==> src/rtl/prescaled_counter_pkg.sv <==
// Shared encodings for the prescaled up/down counter: terminal-count modes, FSM states, direction.
package prescaled_counter_pkg;

  localparam logic [1:0] MODE_WRAP    = 2'b00;
  localparam logic [1:0] MODE_ONESHOT = 2'b01;
  localparam logic [1:0] MODE_RELOAD  = 2'b10;

  localparam logic DIR_UP   = 1'b0;
  localparam logic DIR_DOWN = 1'b1;

  typedef enum logic [1:0] {
    IDLE = 2'b00,
    RUN  = 2'b01,
    DONE = 2'b10
  } state_e;

endpackage

==> src/rtl/prescale_tick_gen.sv <==
// Free-running prescaler: tick is high in the cycle the count reaches limit, period limit+1 cycles.
// Counts only while run is high; clear or !run force it back to zero.
module prescale_tick_gen #(
  parameter int PRESCALE_WIDTH = 16
) (
  input  logic                      clk,
  input  logic                      rst,
  input  logic                      clear,
  input  logic                      run,
  input  logic [PRESCALE_WIDTH-1:0] limit,
  output logic                      tick
);

  logic [PRESCALE_WIDTH-1:0] presc_q, presc_d;

  // >= rather than == so a limit lowered below the current count still ticks.
  assign tick = run && (presc_q >= limit);

  always_comb begin
    presc_d = presc_q;
    if (clear || !run) begin
      presc_d = '0;
    end else if (tick) begin
      presc_d = '0;
    end else begin
      presc_d = presc_q + PRESCALE_WIDTH'(1);
    end
  end

  always_ff @(posedge clk or posedge rst) begin
    if (rst) begin
      presc_q <= '0;
    end else begin
      presc_q <= presc_d;
    end
  end

endmodule

==> src/rtl/prescaled_counter_ctrl.sv <==
// Up/down counter with prescaler, wrap/one-shot/reload terminal modes and compare match.
// Define SYNC_IN_EN to pass en/use_prescaler/dir/load/mode through 2-flop synchronisers (load edge-detected).
module prescaled_counter_ctrl
  import prescaled_counter_pkg::*;
#(
  parameter int COUNTER_WIDTH  = 24,
  parameter int PRESCALE_WIDTH = 16
) (
  input  logic                      clk,
  input  logic                      rst,
  input  logic                      en,
  input  logic                      use_prescaler,
  input  logic [PRESCALE_WIDTH-1:0] prescale_limit,
  input  logic                      dir,
  input  logic [1:0]                mode,
  input  logic                      load,
  input  logic [COUNTER_WIDTH-1:0]  load_val,
  input  logic [COUNTER_WIDTH-1:0]  cmp_val,
  output logic [COUNTER_WIDTH-1:0]  count,
  output logic                      tc_pulse,
  output logic                      match,
  output logic                      running,
  output logic                      done
);

  logic       en_e, use_e, dir_e, load_e;
  logic [1:0] mode_e;

`ifdef SYNC_IN_EN
  // Bit order: {mode[1:0], load, dir, use_prescaler, en}.
  logic [5:0] sync1_q, sync2_q;
  logic       load_prev_q;

  always_ff @(posedge clk or posedge rst) begin
    if (rst) begin
      sync1_q     <= '0;
      sync2_q     <= '0;
      load_prev_q <= 1'b0;
    end else begin
      sync1_q     <= {mode, load, dir, use_prescaler, en};
      sync2_q     <= sync1_q;
      load_prev_q <= sync2_q[3];
    end
  end

  assign en_e   = sync2_q[0];
  assign use_e  = sync2_q[1];
  assign dir_e  = sync2_q[2];
  assign load_e = sync2_q[3] & ~load_prev_q;
  assign mode_e = sync2_q[5:4];
`else
  assign en_e   = en;
  assign use_e  = use_prescaler;
  assign dir_e  = dir;
  assign load_e = load;
  assign mode_e = mode;
`endif

  state_e                     state_q;
  logic [COUNTER_WIDTH-1:0]   count_q, count_d;
  logic                       tc_q, tc_d;
  logic                       tick, step, term, run_ok;

  assign run_ok = (state_q == RUN) && en_e;

  prescale_tick_gen #(
    .PRESCALE_WIDTH(PRESCALE_WIDTH)
  ) u_tick_gen (
    .clk  (clk),
    .rst  (rst),
    .clear(load_e),
    .run  (run_ok),
    .limit(prescale_limit),
    .tick (tick)
  );

  assign step = run_ok && (use_e ? tick : 1'b1);
  assign term = (dir_e == DIR_DOWN) ? (count_q == '0) : (&count_q);

  always_comb begin
    count_d = count_q;
    tc_d    = 1'b0;
    if (load_e) begin
      count_d = load_val;
    end else if (step) begin
      if (dir_e == DIR_DOWN) count_d = count_q - COUNTER_WIDTH'(1);
      else                   count_d = count_q + COUNTER_WIDTH'(1);
      if (term) begin
        tc_d = 1'b1;
        if (mode_e == MODE_ONESHOT)     count_d = count_q;
        else if (mode_e == MODE_RELOAD) count_d = load_val;
      end
    end
  end

  always_ff @(posedge clk or posedge rst) begin
    if (rst) begin
      state_q <= IDLE;
      count_q <= '0;
      tc_q    <= 1'b0;
    end else begin
      count_q <= count_d;
      tc_q    <= tc_d;
      case (state_q)
        IDLE: if (en_e) state_q <= RUN;
        RUN: begin
          if (!en_e)                                       state_q <= IDLE;
          else if (tc_d && mode_e == MODE_ONESHOT)         state_q <= DONE;
        end
        DONE: begin
          if (!en_e)       state_q <= IDLE;
          else if (load_e) state_q <= RUN;
        end
        default: state_q <= IDLE;
      endcase
    end
  end

  assign count    = count_q;
  assign tc_pulse = tc_q;
  assign match    = (count_q == cmp_val);
  assign running  = (state_q == RUN);
  assign done     = (state_q == DONE);

endmodule

==> config.mk <==
export PLATFORM = sky130hd
export DESIGN_NAME = prescaled_counter_ctrl
export DESIGN_NICKNAME = d
export VERILOG_FILES = /design/src/rtl/prescaled_counter_pkg.sv /design/src/rtl/prescale_tick_gen.sv /design/src/rtl/prescaled_counter_ctrl.sv
export SDC_FILE = /design/constraint.sdc
export NUM_CORES = 1
export LEC_CHECK = 0
export CORE_UTILIZATION = 49
export DETAILED_ROUTE_END_ITERATION = 10
export GPL_TIMING_DRIVEN = 0
export HOLD_SLACK_MARGIN = 0.05
export PLACE_DENSITY = 0.83
export SETUP_SLACK_MARGIN = 0.4
export SLEW_MARGIN = 20
export SYNTH_ARGS = -nofsm -noshare
export SYNTH_HDL_FRONTEND = slang
export SYNTH_SLANG_ARGS = --single-unit
==> constraint.sdc <==
create_clock -name clk -period 8.13 [get_ports clk]
set_input_delay 2.0325 -clock clk [delete_from_list [all_inputs] [get_ports clk]]
set_output_delay 2.0325 -clock clk [all_outputs]
set_load 0.01 [all_outputs]
* Word level (Yosys, flattened, before mapping)
Index checks and enable logic that the tools add are counted.
** Cells by class
- Add/subtract/negate cells :: 3
- $lt $le $gt $ge :: 1
- Eq/ne operators :: 9
- Multiplexer cells :: 19
- Reductions and logical operators :: 12
** Operators with widths (count)
- 2-to-1 mux 24 bit :: 6
- 2-to-1 mux 16 bit :: 2
- adder 24 x 1 -> 24 bit (second input constant) :: 1
- == test 24 bit :: 1
- zero test 24 bit :: 1
- AND reduction 24 bit :: 1
- subtractor 24 x 1 -> 24 bit (second input constant) :: 1
- adder 16 x 1 -> 16 bit (second input constant) :: 1
- >= comparator 16 bit :: 1
- 2-to-1 mux 2 bit :: 5
- != test 3 bit (second input constant) :: 2
- case mux 2 bit (3 select lines) :: 1
- 2-to-1 mux 1 bit :: 5
- == test 2 x 1 -> 1 bit (second input constant) :: 2
- == test 2 bit (second input constant) :: 2
- logical AND 1 bit :: 4
- != test 3 x 2 -> 1 bit (second input constant) :: 1
- AND reduction 3 bit :: 1
- zero test 2 bit :: 1
- != test 2 bit (second input constant) :: 1
- AND reduction 2 bit :: 1
- nonzero test 2 bit :: 1
- zero test 1 bit :: 1
- logical OR 1 bit :: 1
** Storage, ports and cells
- Register bits after elaboration :: 43
- Bits of input ports :: 72
- Output and inout bits :: 28
- Word-level logic and storage cells :: 48

* Longest topological paths before layout
Gate-level depths: netlist of run 1.
- Depth in word-level cells :: 11
- Mapped depth :: 13
- Gate-level depth less buffers :: 11

* Modules after synthesis
A second synthesis of run 1 with hierarchy kept.
** Unflattened totals
- Cells, all modules :: 497
- Area total of the unflattened synthesis :: 4073.9 um2
** Modules (own cells, without submodules)
- prescaled_counter_ctrl :: instances 1, cells each 370, area each 2872.8 um2, sequential area each 675.6 um2
- prescale_tick_gen :: instances 1, cells each 127, area each 1201.2 um2, sequential area each 400.4 um2

* Least setup slack after synthesis of run 1
No wires, ideal clock.
- Path kind :: input port to output port
- Start point :: input cmp_val[13]
- End point :: output match
- Arrival :: 2.855 ns
- Path slack :: 3.243 ns
- Stages on the path :: 4
- Path through :: xor2_1 nor4_1 nand4_1 nor3_1
** On the way
- Cells in the longest elaborated chain, start to end :: 1
** RTL lines
- start, declared :: RTL line prescaled_counter_ctrl.sv:18 : input logic [COUNTER_WIDTH-1:0] cmp_val,
- == test 24 bit :: RTL line prescaled_counter_ctrl.sv:121 : assign match = (count_q == cmp_val);
- end, declared :: RTL line prescaled_counter_ctrl.sv:21 : output logic match,
No other way between the ends.

* Worst setup path in the final report of run 1
- Start point :: input cmp_val[17]
- End point :: output match
Same word-level chain as after synthesis.

==> impl_results.md, run 1 <==
- Run status: completed
- Vias in the first global route: 4,084
- Worst-skew pair later-pin latency: between 0.3 and 0.4 ns
- Final Cycle Share: between 70% and 80%
- Largest family of logic cells by synthesized area: simple AND/OR/NAND/NOR gates
- VDD IR max: around 0.00017 V
- Crit path cell chain: clkdlybuf4s50_1 > xor2_1 > nor4_1 > nand4_1 > nor3_1 > clkdlybuf4s50_1
- Gate power share: 57.5%
- Hold depth: 2
- Placer Congestion: 0.951
- Total Nets Final: 691
- Share of cells above drive strength 1: 5.34%
- Worst Path Arrival: ~4 ns
- Peak Freq: 165 MHz
- Core area: 0.00781 sq mm
- Die Wd: just over 90 microns
- Post-synthesis mux area share: under 10%
- First-pass GRT wire length: between 15,000 and 20,000 microns
- Power Density: 250 mW/mm^2
- Initial core utilization: around half
- Clock group share of total power: 14.0%
- Post-Route WL: about 12,000 microns
- Std-Cell Rows: 32
- Most common cell on crit path: clkdlybuf4s50_1
- Worst setup EP type: output pin
- Post-DP HPWL: 9470 microns
- DR vias: 3,972
- Via density: 5.82
- Psw: approximately 580 uW
- Final Hold Viols: 0
- Setup ws final: 2.08 ns
- CP Data Required Time: 6.10 ns
- Pin count of the biggest net entering global routing: 27
- Clock-pin slew on the worst setup and hold paths: around 0.1 ns
- Worst R2R Setup Slack: 4.80 ns
- Crit path time final: 6.05 ns
- Residual DRC: 0
- Ant. Diodes: 0
- Relative slew slack: 57.0%
- Cts bufs inserted: 5
- Sw Ratio: 44.5%
- Flop pwr share: 28.6%
- Fin area: 0.00525 sq mm
- Critical Path Fanout Max: 1
- Synth warn: 0
- Worst-Margin Slew: 0.646 ns
- Detailed Route Iter0 Violations: about 220
- Hold Crit Endpoint: u_tick_gen.presc_q[15]
- Io pins: 100
- Hold-fix buffers, CTS: 0
- Final setup vio count: 0
- Setup TNS: 0 ns
- Post-cts sizing count: 0
- Simple-Gate Fraction of Synth Area: 19.9%
- Area after DPL: just over 0.005 sq mm
- Max Clock Skew: 0.00830 ns
- Crit start category: primary input
- Worst Reg-to-Reg Cells: 11
- Syn Area/Cell: 8.45 sq um
- Port bufs: 99
- Initial antenna violation count: 0
- XOR/XNOR share of the synthesized area: a little under an eighth
- Grt total ovfl: 0
- FF-to-FF End: count[2]
- All-Layer GR Usage: 30.0%
- Post-CTS Setup Bufs: 0
- Area growth from synthesis to layout: 31.5%
- ANT nets after route: 0
- Max-Cap Viols: 0
- Die Footprint: ~0.0085 sq mm
- Clk sinks: 43
- Worst-path cell with the longest stage delay: clkdlybuf4s50_1
- Synth Instances: 472
- Syn_nets: 584
- Worst Setup Path Type: primary input to output pin
- Final count of pins violating max slew: 0
- WL/cell: about 18 microns
- EDFF count, synth: 0
- Root Driver: clkbuf_8
- Worst R2R Start: u_tick_gen.presc_q[0]
- Router iterations before antenna repair: 4
- CTS tree: built
- Adder-Cell Fraction of Synth Area: 12.7%
- CTS H-tree depth: 2
- Ys async rst share: 100%
- Worst min-delay path class: flop to flop
- Area of the mapped netlist: about 0.0040 sq mm
- RSZ-0062 raised after global routing: no
- Post-synthesis sequential area ratio: 27.0%
- Tot Pwr: between 1 and 1.5 mW
- Synth Flop Type: dfrtp_1
- Die Ht: 92.2 microns
- Post-synthesis compound-gate area fraction: 18.7%
- Fin util: 67.2%
- Max clock buf depth: 2
- Synthesized flop and latch total: 43
- CP max stage delay: 0.56 ns
- Worst slack at placement: 2.00 ns
- Int Pwr: 726 uW
- Synth unique cells: 58
- Hold path start: u_tick_gen.presc_q[15]
- Leak: 2.29 nW
flip-flops by register name, indices dropped and copies added, names as in the netlist:
signal              count
tc_pulse                1
count                  24
state_q                 2
u_tick_gen.presc_q     16
how the worst max path moves through the flow:
stage                      from        to  depth (start not counted)
detailed placement          dir  count[2]                         10
global route         cmp_val[0]     match                          6
global placement     cmp_val[1]     match                          6
floorplan           cmp_val[13]     match                          4
CTS                  cmp_val[1]     match                          6
finish              cmp_val[17]     match                          6
cells in the final DEF (no fill, tap or decap), types with 4 or more instances in the layout:
cell type        instances
clkdlybuf4s50_1         98
clkbuf_8                 5
nand4_1                 13
a31oi_1                  4
and3_1                   7
clkbuf_1                 5
a21o_1                   8
nand2_1                 33
nor3_1                   8
nand3_1                 14
xnor2_1                 24
inv_1                   32
xor2_1                  30
a21oi_1                 29
nor2_1                  39
dfrtp_1                 43
o21ai_0                 38
ha_1                    39
mux2_2                   5
mux2i_1                 15
nor4_1                  11
nor2b_1                 11
buf_2                    5
nand2b_1                 4
critical path, delay by kind of cell:
kind | cells | cell delay (ns)
buf+inv | 2 | 0.98
xor+xnor | 1 | 0.15
simple gates | 3 | 0.84
synthesized netlist by cell type, types with 2 or more instances:
master    number  share of area (%)
or2_2          2               0.31
nand2b_1       4               0.63
clkbuf_1       5               0.47
xor2_1        30                6.6
dfrtp_1       43                 27
mux2i_1       15                3.8
nand3_1       14                1.8
a211oi_1       2               0.38
and3_1         7                1.1
a211o_1        2               0.44
nand2_1       33                3.1
a31oi_1        4               0.63
o21a_1         3               0.56
inv_1         33                3.1
or3_1          3               0.47
mux2_2         5                1.4
a41oi_1        3               0.66
nor2b_1       11                1.7
nor4b_1        2               0.44
a21oi_1       29                3.6
o31a_1         3               0.66
nor3b_1        3               0.56
o21ai_0       38                4.8
nor4_1        11                1.7
o21bai_1       3               0.56
nand4_1       13                2.0
xnor2_1       24                5.3
o21ai_1        2               0.25
nand3b_1       2               0.38
buf_2          4               0.50
nor3_1         8                1.0
o211a_1        2               0.50
ha_1          39                 12
nor2_1        39                3.7
a21o_1         8                1.5
cells by family (layout without fill, tap and decap cells):
| kind of cell | after synthesis | count (layout) |
|---|---|---|
| AOI/OAI and AO/OA | 114 | 114 |
| xor gates and xnor gates | 54 | 54 |
| adders and majority gates | 40 | 40 |
| buffers and inverters | 45 | 153 |
| DFF | 43 | 43 |
| muxes | 20 | 20 |
| and+or+nand+nor | 156 | 156 |
layer usage:
metal	global-route usage, %	part of all wire [%]
met1	38.9	43
met2	51.2	48
met3	4.81	7.0
met4	8.85	1.4
met5	0	0
area by class of cell:
class                           count  area, sq um
Multi-Input combinational cell    384         2730
Fill cell                         648         2560
Sequential cell                    43         1080
Timing Repair Buffer              100         1010
Inverter                           34          128
Tap cell                          102          128
Clock buffer                        5         68.8
Buffer                             11         57.6
Clock inverter                      3         46.3
power groups by stage:
stage	logic, mW	registers [mW]	clock network [mW]
2_1_floorplan	0.477	0.354	0
3_3_place_gp	0.723	0.374	0
3_5_place_dp	0.740	0.373	0
4_1_cts	0.746	0.371	0.184
5_1_grt	0.830	0.379	0.192
6_report	0.753	0.374	0.183
metrics by stage:
stage / cells / hold slack [ns]
after detailed placement: 674 / 0.550
after CTS: 682 / 0.569
after global routing: 682 / 0.605
final: 682 / 0.569
after floorplan: 472 / 0.511
after global placement: 673 / 0.536
(Power assumes the default switching activity.)
==> run 2, diff against run 1 <==
CORE_UTILIZATION = 46   (was 49)
PLACE_DENSITY = 0.82   (was 0.83)
clock period = 5.1 ns   (was 8.13 ns; I/O delays follow)
==> run 2 against run 1 <==
Effect of this change:
- clock power grew 75%
- sequential share of layout area shrank 0.054 points
- register-to-register slack lost 3.0 ns
- combinational power grew 58%
- global-route usage shrank 3.1 points
- first-iteration DRC count shrank 7.8%
- routed wire length shrank 5.1%
==> impl_results.md, run 2 (same netlist as run 1, synthesis figures left out) <==
- Total Nets Final: around 690
- CP max stage delay: about 0.57 ns
- Worst-skew pair later-pin latency: 0.30 ns
- Post-DP HPWL: 9110 microns
- Run status: completed
- Worst min-delay path class: flop to flop
- Most frequent cells in the layout: 98 x clkdlybuf4s50_1, 43 x dfrtp_1, 39 x nor2_1, 39 x ha_1, 38 x o21ai_0
- Port bufs: between 90 and 100
- Area after DPL: 0.00513 sq mm
- Worst slack at placement: -0.176 ns
- Max Clock Skew: 0.00327 ns
- VDD IR max: 0.000243 V
- ANT nets after route: 0
- Power Density: 400 mW/mm^2
- Placer Congestion: 0.959
- RSZ-0062 raised after global routing: no
- Die Footprint: a little over 0.009 sq mm
- Initial antenna violation count: 0
- CTS H-tree depth: 2
- Share of cells above drive strength 1: 5.17%
- Worst Setup Path Type: primary input to output pin
- Most common cell on crit path: clkdlybuf4s50_1
- Tot Pwr: 2.10 mW
- Final Hold Viols: 0
- Max clock buf depth: 2
- Leak: approximately 2.3 nW
- Filler Cells Inserted: 680
- Buf+Inv Stages, Crit Path: 2
- Std-Cell Rows: 33
- Worst setup EP type: output pin
- Post-CTS Setup Bufs: 0
- CP Data Required Time: 3.83 ns
- Router iterations before antenna repair: 5
- Pin count of the biggest net entering global routing: 34
- Final Cycle Share: 88.1%
- DR vias: 3,992
- Root Driver: clkbuf_8
- Io pins: 100
- Clk sinks: 43
- Cts bufs inserted: 5
- Core area: 0.00830 sq mm
- Via density: just under 6
- Final Hold Slack: 0.573 ns
- Cell family with most CP delay: buffers and inverters
- Sequential cell area: 0.00108 sq mm
- CTS tree: built
- CP Depth: 6
- Hold depth: 2
- WL/cell: 16.9 microns
- Post-Route WL: between 10,000 and 15,000 microns
- Final setup vio count: 0
- Worst-Margin Slew: 0.613 ns
- Crit start category: primary input
- Final count of pins violating max slew: 0
- Worst Path Arrival: roughly 3.2 ns
- Clock-pin slew on the worst setup and hold paths: ~0.080 ns
- Grt total ovfl: 0
- Worst Reg-to-Reg Cells: 11
- Most common cell after layout, fill and taps aside: clkdlybuf4s50_1
- Fin util: 63.4%
- All-Layer GR Usage: 26.9%
- Worst-path cell with the longest stage delay: clkdlybuf4s50_1
- Die Ht: 95.1 microns
- Vias in the first global route: roughly 4,100
- Crit path cell chain: clkdlybuf4s50_1 > xor2_1 > nor4_1 > nand4_1 > nor3_1 > clkdlybuf4s50_1
- Fin area: 0.00526 sq mm
- Max-Cap Viols: 0
- Critical Path Fanout Max: 1
- Setup ws final: 0.607 ns
- Relative slew slack: approximately 59%
- Initial core utilization: 48.1%
- Detailed Route Iter0 Violations: 202
- Area growth from synthesis to layout: 31.8%
- Residual DRC: 0
- First-pass GRT wire length: approximately 19,000 microns
- Die Wd: 95.1 microns
- Peak Freq: 223 MHz
- Area of the multi-input gates: 0.00273 sq mm
- Ant. Diodes: 0
- Crit path time final: 4.49 ns
- Max reg flops: 24
## run 2: cell types whose count changed in the layout (fill, tap and decap cells not counted)
cell and delta:
buf_12 +1, buf_16 -1, buf_2 -1, inv_6 -1, clkbuf_1 +1, bufinv_16 +1, clkinvlp_4 -1, clkbuf_2 +1
## run 2: final timing paths
kind | slack (ns) | startpoint | endpoint
worst max-delay path | 0.61 | cmp_val[4] | match
worst max register to register | 1.84 | u_tick_gen.presc_q[0] | count[2]
worst min register to register | 0.57 | u_tick_gen.presc_q[6] | u_tick_gen.presc_q[6]
min in group asynchronous | 1.21 | rst | tc_pulse
max in group asynchronous | 3.43 | rst | u_tick_gen.presc_q[11]
worst min-delay path | 0.57 | u_tick_gen.presc_q[6] | u_tick_gen.presc_q[6]
## run 2: worst reg2reg max path, cell delays in order, from the launching register on
cell      delay, ns
dfrtp_1        0.47
inv_1          0.07
ha_1           0.26
nand2b_1       0.14
a21o_1         0.18
a211o_1        0.30
a211oi_1       0.34
o211ai_1       0.20
a41oi_1        0.25
buf_4          0.24
clkbuf_1       0.50
o21ai_0        0.18
## run 2: final cells by class
type	count	share of cell area [%]
Sequential cell	43	20.5
Buffer	11	1.09
Timing Repair Buffer	100	19.1
Clock buffer	6	1.38
Clock inverter	2	1.14
Inverter	34	2.43
Multi-Input combinational cell	384	51.9
Tap cell	105	2.50
## run 2: timing repair
item                                    4_1_cts  5_1_grt
gates resized for setup                       2        1
endpoints found under the hold margin         0        0
hold buffers                                  0        0
pin swaps                                     0        0
endpoints found under the setup margin       19       19
## run 2: report_power, final
| group | total [mW] | switching, mW | internal (mW) | leakage [nW] |
|---|---|---|---|---|
| logic | 1.19 | 0.593 | 0.595 | 1.68 |
| clock network | 0.321 | 0.125 | 0.196 | 0.0654 |
| registers | 0.596 | 0.182 | 0.414 | 0.550 |
## run 2: routing by layer
metal  GRT usage (%)  up-vias  routed length [microns]
met5               0        -                        0
met4            13.4        0                      433
met3            4.55       37                      888
met2            47.1      167                     5650
met1            31.5     1874                     4570
li1                -     1914                        -
## run 2: per-stage QoR
| step | cells | setup TNS (ns) |
|---|---|---|
| 5_1_grt | 685 | 0 |
| 4_1_cts | 685 | 0 |
| 3_3_place_gp | 676 | -1.28 |
| 2_1_floorplan | 472 | 0 |
| 6_report | 685 | 0 |
| 3_5_place_dp | 677 | -1.42 |
